===== src/rtl/arbitro_soma_sinal.sv =====
// arbitro_soma_sinal: round-robin arbiter and sequencer for the shared
// mixed-sign 8-bit adder. Two requesters (A, B) hand over an operand set and a
// 2-bit codigo. One is granted, its operands are captured, the sum is
// registered, and the result is returned with the requester ID.
//
// Optional feature: define OVERFLOW_FLAG_EN to add the saida_overflow output.
//
// Handshake rules, applied identically on both command ports and on the result
// port: a transfer happens on a rising edge where valid && ready are both high.
// A producer holds valid and its payload until that edge. The ready of a
// command port is combinational from the valid inputs and is high only in
// OCIOSO for the granted requester. The result is held stable while
// saida_valid && !saida_ready.
//
// The estado and ponteiro outputs expose the FSM state and the round-robin
// pointer so that checkers can observe them directly.

module arbitro_soma_sinal #(
   parameter logic PRIORIDADE_INICIAL = 1'b0
) (
   input  logic       clk,
   input  logic       rst,
   // requester A
   input  logic       a_valid,
   output logic       a_ready,
   input  logic [7:0] a_signed_1,
   input  logic [3:0] a_signed_2,
   input  logic [7:0] a_unsigned_1,
   input  logic [3:0] a_unsigned_2,
   input  logic [1:0] a_codigo,
   // requester B
   input  logic       b_valid,
   output logic       b_ready,
   input  logic [7:0] b_signed_1,
   input  logic [3:0] b_signed_2,
   input  logic [7:0] b_unsigned_1,
   input  logic [3:0] b_unsigned_2,
   input  logic [1:0] b_codigo,
   // result
   output logic       saida_valid,
   input  logic       saida_ready,
   output logic [7:0] saida,
   // observation of internal state
   output logic [1:0] estado,
   output logic       ponteiro,
   output logic       saida_origem
`ifdef OVERFLOW_FLAG_EN
   ,
   output logic       saida_overflow
`endif
);

   // The adder works one bit wider only when the carry/overflow is reported.
`ifdef OVERFLOW_FLAG_EN
   localparam int LW = 9;
`else
   localparam int LW = 8;
`endif

   typedef enum logic [1:0] {
      OCIOSO  = 2'd0,
      CALCULA = 2'd1,
      ENTREGA = 2'd2
   } estado_t;

   estado_t estado_q;
   estado_t estado_d;

   logic ptr_q;

   // Captured command.
   logic [1:0] cod_q;
   logic [7:0] s1_q;
   logic [3:0] s2_q;
   logic [7:0] u1_q;
   logic [3:0] u2_q;
   logic       orig_q;

   // Arbitration.
   logic grant_a;
   logic grant_b;
   logic aceita;

   // Datapath.
   logic [LW-1:0] op_x;
   logic [LW-1:0] op_y;
   logic [LW-1:0] soma;

   // Combinational grant. With one valid, that one wins. With two valids,
   // the pointer decides.
   always_comb begin
      grant_a = a_valid && (!b_valid || (ptr_q == 1'b0));
      grant_b = b_valid && (!a_valid || (ptr_q == 1'b1));
   end

   // A command is accepted only in OCIOSO and never while reset is held.
   assign aceita = (estado_q == OCIOSO) && !rst && (grant_a || grant_b);

   // State register.
   always_ff @(posedge clk) begin
      if (rst) estado_q <= OCIOSO;
      else     estado_q <= estado_d;
   end

   // Next-state logic: OCIOSO -> CALCULA -> ENTREGA -> OCIOSO.
   always_comb begin
      estado_d = estado_q;
      case (estado_q)
         OCIOSO:  if (aceita) estado_d = CALCULA;
         CALCULA: estado_d = ENTREGA;
         ENTREGA: if (saida_ready) estado_d = OCIOSO;
         default: estado_d = OCIOSO;
      endcase
   end

   // Output logic: ready only in OCIOSO for the granted side, valid in ENTREGA.
   always_comb begin
      a_ready     = 1'b0;
      b_ready     = 1'b0;
      saida_valid = 1'b0;
      case (estado_q)
         OCIOSO: begin
            a_ready = grant_a && !rst;
            b_ready = grant_b && !rst;
         end
         ENTREGA: saida_valid = 1'b1;
         default: ;
      endcase
   end

   // Round-robin pointer: after a grant, the other requester is favoured.
   always_ff @(posedge clk) begin
      if (rst)         ptr_q <= PRIORIDADE_INICIAL;
      else if (aceita) ptr_q <= !grant_b;
   end

   // Capture the winning command on its handshake.
   always_ff @(posedge clk) begin
      if (rst) begin
         cod_q  <= '0;
         s1_q   <= '0;
         s2_q   <= '0;
         u1_q   <= '0;
         u2_q   <= '0;
         orig_q <= 1'b0;
      end else if (aceita) begin
         if (grant_b) begin
            cod_q <= b_codigo;
            s1_q  <= b_signed_1;
            s2_q  <= b_signed_2;
            u1_q  <= b_unsigned_1;
            u2_q  <= b_unsigned_2;
         end else begin
            cod_q <= a_codigo;
            s1_q  <= a_signed_1;
            s2_q  <= a_signed_2;
            u1_q  <= a_unsigned_1;
            u2_q  <= a_unsigned_2;
         end
         orig_q <= grant_b;
      end
   end

   // Operand selection. Only codigo 0 sign-extends. In codigo 3 the 4-bit
   // signed field is treated as an unsigned pattern and zero-extended.
   always_comb begin
      op_x = '0;
      op_y = '0;
      case (cod_q)
         2'd0: begin
            op_x = LW'($signed(s1_q));
            op_y = LW'($signed(s2_q));
         end
         2'd1: begin
            op_x = LW'(u1_q);
            op_y = LW'(u2_q);
         end
         2'd2: begin
            op_x = LW'(u1_q);
            op_y = LW'(s1_q);
         end
         default: begin
            op_x = LW'(u1_q);
            op_y = LW'(s2_q);
         end
      endcase
      soma = op_x + op_y;
   end

   // Result register: loaded in CALCULA, held through ENTREGA and afterwards.
   always_ff @(posedge clk) begin
      if (rst) begin
         saida        <= '0;
         saida_origem <= 1'b0;
      end else if (estado_q == CALCULA) begin
         saida        <= soma[7:0];
         saida_origem <= orig_q;
      end
   end

`ifdef OVERFLOW_FLAG_EN
   // Overflow flag: signed overflow for codigo 0, carry out of bit 7 otherwise.
   always_ff @(posedge clk) begin
      if (rst) begin
         saida_overflow <= 1'b0;
      end else if (estado_q == CALCULA) begin
         if (cod_q == 2'd0) saida_overflow <= soma[8] ^ soma[7];
         else               saida_overflow <= soma[8];
      end
   end
`endif

   assign estado   = estado_q;
   assign ponteiro = ptr_q;

endmodule


===== config.mk =====
export PLATFORM = sky130hd
export DESIGN_NAME = arbitro_soma_sinal
export DESIGN_NICKNAME = d
export VERILOG_FILES = /design/src/rtl/arbitro_soma_sinal.sv
export SDC_FILE = /design/constraint.sdc
export NUM_CORES = 1
export LEC_CHECK = 0
export BUFFER_PORTS_ARGS = -buffer_cell sky130_fd_sc_hd__buf_4
export CAP_MARGIN = 20
export CORE_AREA = 5 5 101 103
export DETAILED_ROUTE_END_ITERATION = 8
export DIE_AREA = 0 0 106 108
export MAX_ROUTING_LAYER = met4
export PLACE_DENSITY = 0.58
export SETUP_SLACK_MARGIN = 0.4
export SLEW_MARGIN = 20
export SYNTH_ARGS = -nofsm -noshare
export SYNTH_HDL_FRONTEND = slang
export SYNTH_SLANG_ARGS = --single-unit

===== constraint.sdc =====
create_clock -name clk -period 2.25 [get_ports clk]
set_input_delay 0.3375 -clock clk [delete_from_list [all_inputs] [get_ports clk]]
set_output_delay 0.3375 -clock clk [all_outputs]
set_load 0.02 [all_outputs]

### Word-level counts from Yosys, hierarchy flattened

Cells that the tools add are included.

* register bits after elaboration: 39
* input port bits: 57
* logic and storage cells: 47

* $add $sub $neg: 1
* equal/unequal tests: 6
* mux-type cells: 13
* bitwise gates (word level): 1
* reductions and logical operators: 16

Operators by type and width (number)
* 8-bit two-way mux: 3
* 8-bit case mux with 3 select lines: 1
* 8-bit adder: 1
* 4-bit two-way mux: 2
* 1-bit logical AND: 6
* 2-bit two-way mux: 3
* 2-bit case mux with 3 select lines: 1
* 2-bit by 1-bit == test with 1-bit output (second input constant): 2
* 2-bit == test (second input constant): 2
* 1-bit zero test: 4
* 2-bit zero test: 2
* 2-bit inequality test (second input constant): 2
* 1-bit logical OR: 3
* 1-bit two-way mux: 3
* 2-bit AND reduction: 1
* 1-bit inverter: 1

### Depth between registers and ports, before layout

Gate-level depths: netlist of run 1.

* depth after elaboration: 7
* mapped depth: 13

### Worst setup path before layout of run 1

No wires, ideal clock.

* kind: flip-flop to flip-flop
* from: register cod_q[0]
* to: register saida[5]
* arrival: 2.162 ns
* required time: 2.190 ns
* setup slack: 0.028 ns
* cell stages (with the launch flop): 10
* buffers on the path: 1
* clock period less this slack: 2.222 ns
* path through: dfxtp_1 > buf_2 > nor2_2 > mux2_2 > ha_1 > nand3_1 > nand2_1 > nand3_1 > a2111oi_0 > a311o_1

* longest elaborated chain between the ends: 3
* elaborated cells on any way between the ends: 6
* those cells by class: add/sub (1); eq/ne (2); mux (2); reduce/logical (1)

Ends and longest elaborated chain
* start: declaration: line 72 `logic [1:0] cod_q;`
* start signal: assignment: line 148 `cod_q <= b_codigo;`
* start signal: assignment: line 154 `cod_q <= a_codigo;`
* 2-bit == test (tied with other cells): line 169 `case (cod_q)`
* 8-bit case mux with 3 select lines / 8-bit two-way mux (equally long branches): line 169
* 8-bit adder *: line 187 `soma = op_x + op_y;`
* end signal: assignment: line 196 `saida <= soma[7:0];`
* end: declaration: line 42 `output logic [7:0] saida,`

Mark *: on every way between the ends. The rest lies on a longest branch, timed or not.
A chain may end at the register's enable or synchronous reset.

### Final worst setup path of run 1

* from: register cod_q[1]
* to: register saida[4]

The elaborated chain is that of the path after synthesis.

==> results of run 1 <==
critical path, stage by stage, from the launching register on:
cell and delay (ps):
dfxtp_4 380, nor2_4 230, mux2_4 340, ha_4 170
inv_2 50, fa_2 220, nor2b_4 50, o21ai_2 160
nand2b_1 100, xnor2_1 200, o31ai_1 80
where the power goes:
part	total [mW]	internal, mW	switching, mW
clock network	0.526	0.280	0.246
logic	0.809	0.409	0.400
registers	0.817	0.761	0.0565
per-stage QoR:
step	util	total power, mW
after floorplan	-	1.31
after global placement	0.333	1.51
after detailed placement	0.333	1.52
after CTS	0.360	2.12
after global routing	0.369	2.29
final	0.369	2.15
routing by layer:
layer	part of all wire	wire, um	global-route usage	up-vias
met5	0	0	-	-
met4	0.019	114	0.0342	0
met3	0.049	299	0.0281	13
met2	0.49	2950	0.177	51
met1	0.45	2700	0.140	925
li1	-	-	-	1048
registers in the layout, indices dropped and copies added (netlist names):
signal,count
saida_origem,1
u1_q,8
estado,2
ponteiro,1
u2_q,4
cod_q,2
saida,8
s1_q,8
orig_q,1
s2_q,4
cells in the mapped netlist (all sizes together):
master,count
a31oi,1
mux2,7
nand2b,6
nand3,4
xnor2,1
o21ai,6
a211oi,29
buf,15
nand3b,1
dfxtp,39
nor4b,1
a21oi,15
fa,1
a21o,1
nand2,19
and3,2
a2111oi,1
inv,9
mux2i,27
o21a,2
nor2,38
nor3,2
o31ai,1
nor2b,4
clkbuf,2
ha,7
o22a,1
a31o,1
o22ai,3
a311o,1
o311ai,1
xor2,2
final cells by class:
| cell class | count | area share |
|---|---|---|
| Multi-Input combinational cell | 185 | 0.481 |
| Sequential cell | 39 | 0.235 |
| Timing Repair Buffer | 88 | 0.203 |
| Tap cell | 111 | 0.0414 |
| Clock buffer | 8 | 0.0298 |
| Inverter | 9 | 0.0101 |
kinds of logic after synthesis:
| kind of cell | after synthesis |
|---|---|
| and+or+nand+nor | 77 |
| xor gates and xnor gates | 3 |
| adders and majority gates | 8 |
| muxes | 34 |
| AOI/OAI and AO/OA | 63 |
| DFF | 39 |
| buffers and inverters | 26 |
worst min path at each step:
stage,to,cells after the start,slack [ps]
global placement,saida[3]$_SDFFE_PP0N_,2,440
finish,estado[1]$_SDFFE_PP0P_,3,310
detailed placement,saida[2]$_SDFFE_PP0N_,2,440
CTS,estado[1]$_SDFFE_PP0P_,3,300
floorplan,saida_origem$_SDFFE_PP0N_,2,430
global route,estado[1]$_SDFFE_PP0P_,3,330
repair_timing:
| item | CTS | global route |
|---|---|---|
| buffers inserted | 9 | 1 |
| pin swaps | 16 | 13 |
| resized for setup | 21 | 16 |
| endpoints found under the setup margin | 7 | 10 |
==> results.toml, run 1 <==
[final_layout]
antenna_cells = 0
design_area_um2 = 3360
final_cells = 440
layout.area.seq_um2 = 788
final_common_cell = "buf_4"
multi_input_area_um2 = 1620
drive_gt1_frac = 0.498
area_growth_pct = 44.2
fillers = 931
nets = 393
mostFrequentLayoutCells = "85 x buf_4, 37 x dfxtp_1, 35 x nor2_1"

[timing]
tightest_slew_ps = 561
fin_hold_ws_ps = 306
slew_violations = 0
final.setup_skew_ps = 7.66
tns_ps = 0
hold_viol_final = 0
setup_viol = 0
setup_slack_ps = 148
slew_headroom = 0.626
fmax_mhz = 476
rsz0062_at_grt = "yes"
final.min_clock_period_ps = 2100
period_share = 0.934

[placed_design]
preCtsSetupSlack_ps = 19.2
place.gp.congestion = 0.780
dp_cells = 422
placed_area_um2 = 3030
dp_hpwl_mm = 4.49
numPortBuffers = 71

[synth]
yosys.area_share.simple = 0.147
synth-compound-area-share = 0.235
synthAdderAreaFrac = 0.0462
seq_area_frac_synth = 0.335
synth_seq_cells = 39
avgSynthCellArea_um2 = 9.31
syn-cell-area_um2 = 2330
yosysUniqueCellTypes = 40
synth_top_family_by_area = "compound AO/OA/AOI/OAI gates"
syn-num-nets = 315
synthXorXnorAreaFrac = 0.0113
synth_top_cell_area_share = 0.335
synth.area.top_cells = "dfxtp_1 34%, a211oi_2 13%, mux2i_1 12%"
ys_warn_count = 0
synth_top_area_cell = "dfxtp_1"
syn_inst = 250
synthMuxAreaShare = 0.150

[clocking]
clock_latency_ps = 290
ctsLongestPathBuffers = 2
cts_sinks = 39
clk_pin_slew_worst_paths_ps = 80
cts_made_buffers = 5
cts-root-buf = "clkbuf_8"
tritoncts = "done"
cts_htree_levels = 2
cts_hold_buf = 0

[critical_path]
cp-start-kind = "register"
cp-end-kind = "register"
crit_fanout = 6
startpoint = "cod_q[1]$_SDFFE_PP0P_"
reg2reg_slack_ps = 150
crit_type = "register to register"
crit_arrival_ps = 2270
r2r-start = "cod_q[1]$_SDFFE_PP0P_"
endpoint = "saida[4]$_SDFFE_PP0N_"
required_ps = 2420
r2r_end = "saida[4]$_SDFFE_PP0N_"
reg2reg_depth = 10

[global_route]
grt_overflow = 0
grt_max_degree = 43
antenna_found_initial = 0
grt_pass1_vias = 2067
track_usage = 0.111
grt_pass1_wl_mm = 9.94

[floorplan]
die_h_um = 108
die_x_um = 106
io_pins = 72
initial_core_util = 0.256
fp.dieArea_um2 = 11400
num_rows = 35
core_um2 = 9110

[pwr]
power.density_nw_per_um2 = 641
peakVddDrop_uv = 240
leakagePower_nw = 1.43

[status]
status = "complete, no violations"

[flow_run]
drv_cap = 0

[routing]
drt_wl_total_mm = 6.07
remaining_drc_errors = 0
drtPass1Iterations = 4
ant_nets = 0
vias = 2037
viasPerCell = 4.63
initialDrtViolationCount = 50
wl_per_cell_um = 13.8

[min_path]
worstHoldStart = "saida_ready"
hold_path.class = "input pin to register"
No activity file was read; power rests on OpenSTA's default activity.
==> inputs of run 2 (changes only) <==
--- a/config.mk
+++ b/config.mk
@@ -7,9 +7,10 @@
 export LEC_CHECK = 0
 export BUFFER_PORTS_ARGS = -buffer_cell sky130_fd_sc_hd__buf_4
 export CAP_MARGIN = 20
-export CORE_AREA = 5 5 101 103
+export CORE_AREA = 5 5 106 98
+export CTS_BUF_LIST = sky130_fd_sc_hd__clkbuf_2
 export DETAILED_ROUTE_END_ITERATION = 8
-export DIE_AREA = 0 0 106 108
+export DIE_AREA = 0 0 111 103
 export MAX_ROUTING_LAYER = met4
 export PLACE_DENSITY = 0.58
 export SETUP_SLACK_MARGIN = 0.4
==> run 2 against run 1 <==
Sequential power is essentially flat. Clock skew grew 3.2 ps. Worst hold slack lost 130 ps. Routed wire length grew 5.4%. Flip-flop and latch count is the same. Combinational power grew 3.5%. Final cell count grew 3.0%. Critical path type unchanged.
==> results.toml, run 2 (synthesis gave the netlist of run 1 again) <==
[global_route]
grt_use_met3 = 0.0241
grt_pass1_wl_mm = 10.1
grt_pass1_vias = 2045
grt_use_met1 = 0.143
grt.busiest_layer = "met2"
grt_max_degree = 54
grt_overflow = 0
met2_usage = 0.185
track_usage = 0.113
antenna_found_initial = 0

[routing]
ant_nets = 0
drtPass1Iterations = 5
remaining_drc_errors = 0
initialDrtViolationCount = 46
wl_per_cell_um = 14.1
vias = 2029
drt_wl_total_mm = 6.40
viasPerCell = 4.48

[timing]
setup_slack_ps = 114
rsz0062_at_grt = "yes"
hold_viol_final = 0
final.min_clock_period_ps = 2140
final.setup_skew_ps = 10.9
slew_violations = 0
slew_headroom = 0.609
tightest_slew_ps = 586
fmax_mhz = 468
tns_ps = 0
fin_hold_ws_ps = 174
period_share = 0.949
setup_viol = 0

[final_layout]
drive_gt1_frac = 0.511
antenna_cells = 0
nets = 391
largestRegisters = "s1_q (8), saida (8), u1_q (8)"
area_growth_pct = 44.1
final_common_cell = "buf_4"
design_area_um2 = 3350
mostFrequentLayoutCells = "82 x buf_4, 36 x nor2_1, 35 x dfxtp_1"
final_cells = 453
post-route-util = 0.360

[critical_path]
crit_type = "register to register"
required_ps = 2570
cp-end-kind = "register"
reg2reg_slack_ps = 110
cp-start-kind = "register"
reg2reg_depth = 9
crit_fanout = 6
r2r-start = "cod_q[1]$_SDFFE_PP0P_"
r2r_end = "saida[5]$_SDFFE_PP0N_"
crit_arrival_ps = 2460

[floorplan]
io_pins = 72
core_um2 = 9320
die_x_um = 111
die_h_um = 103
num_rows = 34
fp.dieArea_um2 = 11400
initial_core_util = 0.250

[min_path]
holdPathEnd = "estado[1]$_SDFFE_PP0P_"
hold_path.class = "input pin to register"
worstHoldStart = "saida_ready"
min_path_cells = 3

[pwr]
p_int_mw = 1.26
p_clk_frac = 0.157
leakagePower_nw = 1.41
swShare = 0.361
comb_power_share = 0.426
peakVddDrop_uv = 175
p_switching_mw = 0.709
power.density_nw_per_um2 = 586
power_frac_seq = 0.417
finalPower_mw = 1.96

[clocking]
cts-root-buf = "clkbuf_2"
clk_pin_slew_worst_paths_ps = 200
clock_latency_ps = 400
cts_made_buffers = 5
tritoncts = "done"
cts_sinks = 39
ctsLongestPathBuffers = 2
cts_htree_levels = 2
cts_hold_buf = 0

[placed_design]
place.gp.congestion = 0.813
preCtsSetupSlack_ps = 13.1
dp_cells = 436
dp_hpwl_mm = 4.47
numPortBuffers = 71
placed_area_um2 = 3050

[status]
status = "complete, no violations"

[flow_run]
drv_cap = 0
==> run 2: critical path: stages (launching register included) <==
cell and delay [ps]:
dfxtp_4 400, nor2_4 200, buf_6 140, mux2_4 310, ha_4 320, nand3_4 90
nand2_4 100, nand3_4 90, and3_4 170, a311o_1 250
==> run 2: cell type report <==
cell class	instances	area (um2)
clock buffer	6	30.0
clock inverter	2	7.51
fill	942	5960
inverter	9	33.8
multi-input combinational	185	1640
sequential	39	791
tap	126	158
timing repair buffer	86	692
==> run 2: worst max path at each step <==
stage,start,end,slack (ps),cells after the start
after floorplan,cod_q[1]$_SDFFE_PP0P_,saida[5]$_SDFFE_PP0N_,190,9
after detailed placement,cod_q[0]$_SDFFE_PP0P_,saida[6]$_SDFFE_PP0N_,10,10
final,cod_q[1]$_SDFFE_PP0P_,saida[5]$_SDFFE_PP0N_,110,9
after global placement,cod_q[0]$_SDFFE_PP0P_,saida[6]$_SDFFE_PP0N_,70,10
after global routing,cod_q[1]$_SDFFE_PP0P_,saida[7]$_SDFFE_PP0N_,40,11
after CTS,cod_q[0]$_SDFFE_PP0P_,saida[5]$_SDFFE_PP0N_,90,9
==> run 2: repair_timing <==
action | in CTS | in global routing
pin swaps | 13 | 11
endpoints found under the setup margin | 8 | 9
gates cloned | 0 | 1
gates resized for setup | 32 | 12
setup buffers | 5 | 3
==> run 2: power groups by stage <==
stage,Combinational [mW],Sequential [mW],Clock [mW]
finish,0.837,0.819,0.308
global route,0.910,0.832,0.349
CTS,0.794,0.821,0.322
detailed placement,0.691,0.832,0
global placement,0.679,0.831,0
floorplan,0.475,0.837,0
==> run 2: per-layer routing <==
layer,routed length (um),up-vias
met5,0,-
met4,112,0
met3,227,11
met2,3170,48
met1,2890,926
li1,-,1044
==> inputs of run 3 (changes only) <==
--- a/config.mk
+++ b/config.mk
@@ -5,14 +5,15 @@
 export SDC_FILE = /design/constraint.sdc
 export NUM_CORES = 1
 export LEC_CHECK = 0
+export ABC_AREA = 1
 export BUFFER_PORTS_ARGS = -buffer_cell sky130_fd_sc_hd__buf_4
 export CAP_MARGIN = 20
-export CORE_AREA = 5 5 106 98
+export CORE_AREA = 5 5 109 101
 export CTS_BUF_LIST = sky130_fd_sc_hd__clkbuf_2
 export DETAILED_ROUTE_END_ITERATION = 8
-export DIE_AREA = 0 0 111 103
+export DIE_AREA = 0 0 114 106
 export MAX_ROUTING_LAYER = met4
-export PLACE_DENSITY = 0.58
+export PLACE_DENSITY = 0.56
 export SETUP_SLACK_MARGIN = 0.4
 export SLEW_MARGIN = 20
 export SYNTH_ARGS = -nofsm -noshare
==> constraint.sdc (replaced) <==
create_clock -name clk -period 2.04 [get_ports clk]
set_input_delay 0.306 -clock clk [delete_from_list [all_inputs] [get_ports clk]]
set_output_delay 0.306 -clock clk [all_outputs]
set_load 0.02 [all_outputs]
==> run 3 against run 2 <==
Combinational power up 21%. Synthesized area grew 5.7%. Setup slack got worse by 84 ps. Cell area is 4.2% higher. First-iteration DRC count rose by 52%. Flip-flop and latch count unchanged. Total power up 17%. Register-to-register slack worse by 80 ps. Sequential power is 13% higher. Synthesized cell count rose by 48%. Sequential share of layout area shrank 0.95 points. Fmax up 6.3%. Critical endpoint is now saida[7]$_SDFFE_PP0N_.
==> results.toml, run 3 <==
[floorplan]
fp.dieArea_um2 = 12100
core_um2 = 9850
initial_core_util = 0.250
die_h_um = 106
die_x_um = 114
num_rows = 35
io_pins = 72

[global_route]
antenna_found_initial = 0
grt_overflow = 0
grt_pass1_vias = 2512
track_usage = 0.116
grt_pass1_wl_mm = 11.5
grt_max_degree = 39

[synth]
yosysMostFrequentCell = "nand2_1"
synth_top_area_cell = "dfxtp_1"
syn_inst = 370
yosysUniqueCellTypes = 26
synth.area.top_cells = "dfxtp_1 32%, nand2_1 16%, nand3_1 7.5%"
ys_warn_count = 0
synth_top_cell_area_share = 0.317
syn-num-nets = 435
avgSynthCellArea_um2 = 6.65
synth_edf_count = 0
synthTopCellsByCount = "107 x nand2_1, 39 x dfxtp_1, 37 x nand3_1, 37 x nor2_1"
seq_area_frac_synth = 0.317
async_reset_ff_frac = 0
synthFlopType = "dfxtp_1"
syn-cell-area_um2 = 2460
synth_seq_cells = 39

[min_path]
min_path_cells = 2
hold_path.class = "input pin to register"

[timing]
hold_viol_final = 0
slew_violations = 0
period_share = 0.985
tightest_slew_ps = 336
rsz0062_at_grt = "yes"
final.setup_skew_ps = 13.3
final.min_clock_period_ps = 2010
tns_ps = 0
slew_headroom = 0.776
setup_viol = 0
fmax_mhz = 498

[critical_path]
crit_cells = 14
required_ps = 2370
worst-path-buf-inv = 3
max_stage_delay_ps = 460
reg2reg_depth = 14
cpMaxStageDelayCell = "dfxtp_4"
crit_top_cell = "nand2_1"
crit_fanout = 8
crit_arrival_ps = 2340
critical_path.cell_chain = "inv_6, nand2_8, nand2_4, nand2_1, o211ai_1, ha_1, or2_1, buf_4, nand3_1, nand2_1, nand2_1, nand3_1, nand2_1, inv_1"
crit_family = "simple AND/OR/NAND/NOR gates"
crit_type = "register to register"
cp-start-kind = "register"
cp-end-kind = "register"

[clocking]
tritoncts = "done"
ctsLongestPathBuffers = 2
cts_made_buffers = 5
cts_hold_buf = 0
clk_pin_slew_worst_paths_ps = 210
cts_htree_levels = 2
cts_sinks = 39
cts-root-buf = "clkbuf_2"
clock_latency_ps = 410

[final_layout]
drive_gt1_frac = 0.384
fillers = 1045
multi_input_area_um2 = 1550
layout.area.seq_um2 = 791
nets = 530
design_area_um2 = 3490
antenna_cells = 0
area_growth_pct = 42.0
mostFrequentLayoutCells = "99 x nand2_1, 99 x buf_4, 37 x nor2_1"
largestRegisters = "s1_q (8), saida (8), u1_q (8)"

[placed_design]
placed_area_um2 = 3120
place.gp.congestion = 0.836
dp_hpwl_mm = 5.12
numPortBuffers = 71

[routing]
vias = 2546
wl_per_cell_um = 11.4
remaining_drc_errors = 0
ant_nets = 0
viasPerCell = 4.28
drt_wl_total_mm = 6.77
drtPass1Iterations = 4
initialDrtViolationCount = 70

[pwr]
finalPower_mw = 2.29
power.density_nw_per_um2 = 656
peakVddDrop_uv = 204
leakagePower_nw = 1.69

[status]
status = "complete, no violations"

[flow_run]
drv_cap = 0
run 3: layout make-up:
class                      count  area share
tap                          129      0.0462
clock buffer                   6     0.00859
timing repair buffer         104       0.231
clock inverter                 2     0.00358
multi-input combinational    282       0.444
inverter                      33      0.0405
sequential                    39       0.226
run 3: per-stage QoR:
stage	hold WS [ps]	cells	worst slack, ps	util
6_report	95.4	595	30.2	0.355
5_1_grt	81.3	595	-81.0	0.355
4_1_cts	91.9	586	38.2	0.343
3_5_place_dp	472	558	64.1	0.317
3_3_place_gp	466	558	106	0.317
2_1_floorplan	375	370	186	-
run 3: report_power, final:
part	switching, mW	internal (mW)	leakage [nW]
logic	0.541	0.471	1.34
clock network	0.268	0.0873	0.0290
registers	0.0683	0.858	0.323
run 3: timing repair:
action                     CTS  global route
gates cloned                 1             0
setup endpoints to repair    8             9
pin swaps                   13            20
gates resized for setup     12            18
buffers inserted            19             9
run 3: path summary, 6_finish.rpt:
path / start / to / slack [ps]
setup / recovery: cod_q[1]$_SDFFE_PP0P_ / saida[7]$_SDFFE_PP0N_ / 30
hold / removal: rst / ponteiro$_SDFFE_PP0P_ / 100
setup reg to reg: cod_q[1]$_SDFFE_PP0P_ / saida[7]$_SDFFE_PP0N_ / 30
hold reg to reg: s1_q[5]$_SDFFE_PP0P_ / s1_q[5]$_SDFFE_PP0P_ / 510
run 3: logic make-up (layout without fill, tap and decap cells):
kind of cell	after synthesis	after routing	synth area share
fa+ha+maj	8	8	0.0437
simple gates	204	205	0.368
flops	39	39	0.317
buf+inv	50	145	0.103
compound gates	66	66	0.158
xor+xnor	3	3	0.0107
run 3: metal layers:
metal / GRT usage / share of wire / up-vias
met4: 0.0356 / 0.014 / 0
met1: 0.157 / 0.50 / 1109
met5: - / 0 / -
met3: 0.0114 / 0.034 / 7
li1: - / - / 1372
met2: 0.181 / 0.46 / 58
